[src/rtl/camera_bin2x2.sv]
// rtl/camera_bin2x2.sv - 2x2 pixel binning stage behind the camera capture block
// Even-line horizontal pair sums are parked in a half-width line buffer and combined with the odd line.
module camera_bin2x2 #(
    parameter int HEIGHT    = 480,
    parameter int WIDTH     = 752,
    parameter int LINE_BITS = (HEIGHT > 1) ? $clog2(HEIGHT) : 1,
    parameter int COL_BITS  = (WIDTH > 1) ? $clog2(WIDTH) : 1,
    localparam int OL_BITS  = (LINE_BITS > 1) ? LINE_BITS - 1 : 1,
    localparam int OC_BITS  = (COL_BITS > 1) ? COL_BITS - 1 : 1
) (
    input  logic                 PIXCLK,
    input  logic                 RESET,
    input  logic [9:0]           DATA_IN,
    input  logic [LINE_BITS-1:0] CURRENT_LINE,
    input  logic [COL_BITS-1:0]  CURRENT_COLUMN,
    input  logic                 PIXEL_VALID,
    output logic [9:0]           DATA_OUT,
    output logic [OL_BITS-1:0]   OUT_LINE,
    output logic [OC_BITS-1:0]   OUT_COLUMN,
    output logic                 OUT_VALID,
    output logic                 FRAME_DONE
);

    localparam int HALF_W = WIDTH / 2;
    localparam logic [LINE_BITS:0] LINE_LIMIT = (LINE_BITS + 1)'(2 * (HEIGHT / 2));
    localparam logic [COL_BITS:0]  COL_LIMIT  = (COL_BITS + 1)'(2 * (WIDTH / 2));
    localparam logic [OL_BITS-1:0] LAST_LINE  = OL_BITS'(HEIGHT / 2 - 1);
    localparam logic [OC_BITS-1:0] LAST_COL   = OC_BITS'(WIDTH / 2 - 1);

    logic [9:0]           hold;
    logic                 hold_valid;
    logic [HALF_W-1:0]    entry_valid;
    logic [10:0]          line_buf [HALF_W];

    logic [LINE_BITS-1:0] line_half;
    logic [COL_BITS-1:0]  col_half;
    logic [OL_BITS-1:0]   bin_line;
    logic [OC_BITS-1:0]   idx;
    logic                 in_grid;
    logic                 take;
    logic                 line_odd;
    logic                 col_odd;
    logic                 restart;
    logic                 pair_ok;
    logic                 bin_ready;
    logic                 buf_we;
    logic [10:0]          pair;
    logic [10:0]          buf_rd;
    logic [11:0]          sum;

    assign line_half = CURRENT_LINE >> 1;
    assign col_half  = CURRENT_COLUMN >> 1;
    assign bin_line  = line_half[OL_BITS-1:0];
    assign idx       = col_half[OC_BITS-1:0];
    assign line_odd  = CURRENT_LINE[0];
    assign col_odd   = CURRENT_COLUMN[0];

    // A trailing odd line or column lies outside the grid and is dropped entirely.
    assign in_grid   = ({1'b0, CURRENT_LINE} < LINE_LIMIT) && ({1'b0, CURRENT_COLUMN} < COL_LIMIT);
    assign take      = PIXEL_VALID && in_grid;
    assign restart   = take && (CURRENT_LINE == '0) && (CURRENT_COLUMN == '0);
    assign pair_ok   = take && col_odd && hold_valid;
    assign buf_we    = pair_ok && !line_odd;
    assign bin_ready = pair_ok && line_odd && entry_valid[idx];

    assign pair   = {1'b0, hold} + {1'b0, DATA_IN};
    assign buf_rd = line_buf[idx];
    assign sum    = {1'b0, buf_rd} + {1'b0, pair};

    // Storage without reset so it maps onto RAM; the valid flags carry the state.
    always_ff @(posedge PIXCLK) begin
        if (buf_we) begin
            line_buf[idx] <= pair;
        end
    end

    always_ff @(posedge PIXCLK or posedge RESET) begin
        if (RESET) begin
            hold        <= '0;
            hold_valid  <= 1'b0;
            entry_valid <= '0;
            DATA_OUT    <= '0;
            OUT_LINE    <= '0;
            OUT_COLUMN  <= '0;
            OUT_VALID   <= 1'b0;
            FRAME_DONE  <= 1'b0;
        end else begin
            OUT_VALID  <= 1'b0;
            FRAME_DONE <= 1'b0;
            if (take && !col_odd) begin
                hold       <= DATA_IN;
                hold_valid <= 1'b1;
            end else if (pair_ok) begin
                hold_valid <= 1'b0;
            end
            // Column 0 is never odd, so a restart and a pair update never collide.
            if (restart) begin
                entry_valid <= '0;
            end else if (pair_ok) begin
                entry_valid[idx] <= !line_odd;
            end
            if (bin_ready) begin
                DATA_OUT   <= sum[11:2];
                OUT_LINE   <= bin_line;
                OUT_COLUMN <= idx;
                OUT_VALID  <= 1'b1;
                FRAME_DONE <= (bin_line == LAST_LINE) && (idx == LAST_COL);
            end
        end
    end

endmodule
[config.mk]
export PLATFORM = sky130hd
export DESIGN_NAME = camera_bin2x2
export DESIGN_NICKNAME = d
export VERILOG_FILES = /design/src/rtl/camera_bin2x2.sv
export SDC_FILE = /design/constraint.sdc
export NUM_CORES = 2
export LEC_CHECK = 0
export BUFFER_PORTS_ARGS = -buffer_cell sky130_fd_sc_hd__buf_2
export CAP_MARGIN = 20
export CORE_MARGIN = 3
export CORE_UTILIZATION = 60
export DETAILED_ROUTE_END_ITERATION = 10
export PLACE_DENSITY = 0.76
export SLEW_MARGIN = 20
export SYNTH_ARGS = -nofsm -noshare
export SYNTH_HDL_FRONTEND = slang
export SYNTH_MEMORY_MAX_BITS = 65536
export SYNTH_SLANG_ARGS = --single-unit
export TNS_END_PERCENT = 10
[constraint.sdc]
create_clock -name PIXCLK -period 16.7 [get_ports PIXCLK]
set_input_delay 0.835 -clock PIXCLK [delete_from_list [all_inputs] [get_ports PIXCLK]]
set_output_delay 0.835 -clock PIXCLK [all_outputs]
set_load 0.005 [all_outputs]
==> results.md <==
- The total die area is 308000 sq um.
- After synthesis, the cell types taking the most area are edfxtp_1 69%, mux4_2 17%, dfrtp_1 5.8%.
- Clock tree synthesis selected as its root buffer the cell clkbuf_16.
- STA classifies the critical path endpoint as a register.
- The signal arrival time at the worst endpoint is approximately 8400 ps.
- The number of buffers created by CTS is about 440.
- The delay of the slowest critical-path stage is 870 ps.
- Setup repair after global routing left no endpoint under its margin.
- The number of hold-slack violations in the final timing report is 0.
- The tree built by TritonCTS fans out to between 4000 and 5000 sinks.
- The post-synthesis average cell area is 21.0 sq um.
- For this design the ratio of total power to cell area is 131 nW/um^2.
- For the final database, setup skew stands at ~89 ps.
- The run finished with clean final reports.
- Of the cells placed in the final design, the portion with a size suffix greater than 1 is 0.297.
- Summing every instance area after synthesis gives 181000 sq um.
- The largest vdd supply drop is 163 uV.
- Yosys mapped a number of flops with a built-in enable equal to between 4000 and 5000.
- After detailed routing, the number of vias per cell comes to approximately 7.
- The worst hold path class is in -> reg.
- The placeable core region is 298000 sq um.
- Buffers placed on the I/O ports in this run total 60.
- The highest achievable clock rate is 133 MHz.
- Among all flip-flop cells after synthesis, the most frequent one is edfxtp_1.
- The measured slew at the worst slew-check pin is approximately 1300 ps.
- The max-cap check violation count is 0.
- Adding up every negative setup slack in the final design gives 0 ps.
- Summed over all layers, the global routing overflow is 0.
- The first TritonRoute pass finished after 8 iterations.
- The ratio of final minimum period to clock period is 0.450.
- The total via count in the routed design is 94689.
- The routed design has 492000 um of wire.
- The half-perimeter wire length after detailed placement is 279000 um.
- Subtracting the final worst setup slack from the clock period gives 7520 ps.
- The final count of pins violating max slew is 0.
- The number of warnings printed during yosys synthesis is 0.
- The number of nets in the layout is 8956.
- The TritonCTS clock tree is done.
- In this run the remaining antenna-violating nets after routing total 0.
- The area overhead of the layout relative to synthesis is 11.6%.
- The number of top-level design ports is 61.
- The number of nets produced by synthesis is 8635.
- The largest net degree at the start of global routing is 205.
- The number of H-tree branching levels is 5.
- The share of the synthesized area in the top cell type is 0.688.
- The required time at the endpoint of the critical path is 17560 ps.
- Across all hold checks on the routed design, the worst slack comes to 87.2 ps.
- The number of global-route vias before repair came to 94876.
- The share of the Yosys chip area taken by registers is 0.745.
- Counting along the longest clock path gives a buffer depth of 4.
- The fraction of registers with async set/reset is 0.0914.
- The type of the setup path with the least slack is in -> reg.
- The number of distinct library cells after synthesis is 66.
- The cell depth of the worst flop-to-flop path is 13.
- The most common library cell in the layout ignoring fill and taps is edfxtp_1.
- The number of gates given a new drive strength after cts is 0.
- The later pin in the worst-skew pair is clocked with a latency of 1000 ps.
- Walking the worst path, the cells encountered are buf_12 > buf_4 > buf_4 > buf_4 > mux4_2 > mux4_2 > mux2i_1 > nor2_1 > a211oi_1 > o21ai_0 > ha_1 > a21o_1 > a21oi_1 > o21bai_1 > a21oi_1 > inv_1 > o21ai_0 > nand3_1 > a31o_2.
- Across all setup checks in the final design, the least slack found is 9180 ps.
- The worst setup path is launched from an input pin.
- The cell type of the slowest stage on the worst timing path is buf_4.
- The die extent in y is 555 um.
- Of all nets on the critical path, the largest fanout is 113.
- The completed layout was analyzed and its total power is 26.4 mW.
- The standby leakage power is about 64 nW.
- In the routed design, unresolved DRC markers number 0.
- The initial standard-cell utilization of the core is 0.605.
- The worst hold path was traced through 2 stages.
- The biggest area contributor in the post-synthesis netlist is edfxtp_1.
- The initial antenna violation count is 36.
- The setup slack after placement is about 8500 ps.
- At the end of routability-driven placement, the weighted congestion stood at 0.920.
- In the layout the commonest cells are 4136 x edfxtp_1, 1389 x mux4_2, 445 x clkbuf_16.
- The synthesized design contains 4552 register bits.
- The relative slew slack is 0.149.
- After detailed routing, the average wire length per cell comes to 37.2 um.
- The critical path's most frequent cell is buf_4.
- The die is around 550 um wide.
- For this block, the initial DRC count from the detailed router was 14962.
- Synthesis handed over a netlist of 8582 instances.
- Setup violations remaining at the end of the flow were counted as 0.
- Fill cells in the final layout number 17827.
- The clock-pin slew on the worst setup and hold paths is 60 ps.
- The floorplan row count is 200.
- The total routing resource utilization after global routing is 0.321.
- The first global-routing pass estimated between 700000 and 800000 um of wire.
## Yosys cell counts (all sizes together), types with 83 or more instances
library cell  number
nor2             438
dfrtp            416
mux2i            128
clkbuf           350
nand2            102
mux4            1389
buf              282
a311oi           202
o21ai            183
a21oi            420
edfxtp          4136
or3              134
nand3             83
## worst paths after layout
kind                                   start                to  slack (ps)
max                        CURRENT_COLUMN[2]       DATA_OUT[7]        9180
min reg2reg                       hold_valid        hold_valid         480
max in group asynchronous              RESET       DATA_OUT[7]       13780
max reg2reg                          hold[1]  line_buf[288][7]       10930
min                          CURRENT_LINE[3]       OUT_LINE[2]          90
min in group asynchronous              RESET  entry_valid[349]         370
## metal layers
metal  part of all wire  global-route usage  up-vias
li1                   -                   -    36632
met1               0.34               0.435    49432
met2               0.47               0.490     7234
met3               0.13              0.0886     1359
met4              0.059               0.158       32
met5            0.00038                   0        -
## per-stage QoR
stage | cells | instance area (sq um) | utilization
6_report | 13218 | 202000 | 0.676
3_5_place_dp | 12392 | 187000 | 0.627
4_1_cts | 13186 | 201000 | 0.674
5_1_grt | 13198 | 201000 | 0.676
3_3_place_gp | 12392 | 187000 | 0.627
2_1_floorplan | 8582 | 181000 | -
## critical path, delay by kind of cell
kind            cells  cell delay (ps)
buf+inv             5             3100
compound gates      8             2160
mux                 3             1320
simple gates        2              240
fa+ha+maj           1              410
## layout make-up
class,instances,area (sq um),share of cell area
antenna,23,57.6,0.000286
clock buffer,560,11700,0.0581
clock inverter,234,2410,0.0120
inverter,24,100,0.000497
multi-input combinational,3374,43700,0.217
sequential,4552,135000,0.668
tap,3939,4930,0.0245
timing repair buffer,512,4070,0.0202
## sequential cells by signal, summed over array words and instances (netlist names)
name and cells:
FRAME_DONE 1, OUT_LINE 8, entry_valid 376, OUT_VALID 1
hold 10, OUT_COLUMN 9, hold_valid 1, line_buf 4136
DATA_OUT 10
## power breakdown
| part | internal (mW) | leakage (nW) | switching [mW] |
|---|---|---|---|
| registers | 13.8 | 43.0 | 0.0199 |
| logic | 0.562 | 14.7 | 2.17 |
| clock network | 5.51 | 6.85 | 4.30 |
| total | 19.9 | 64.5 | 6.49 |
## timing repair
item,4_1_cts,5_1_grt
hold buffers,0,1
hold endpoints to repair,0,24
buffers inserted,0,0
## logic make-up after synthesis
group           Yosys count  synth area share
simple gates            872            0.0221
fa+ha+maj                21           0.00150
buf+inv                 656            0.0163
flops                  4552             0.745
xor+xnor                 11          0.000533
compound gates          908            0.0310
mux                    1562             0.183
Power figures use the tool's default switching activity.
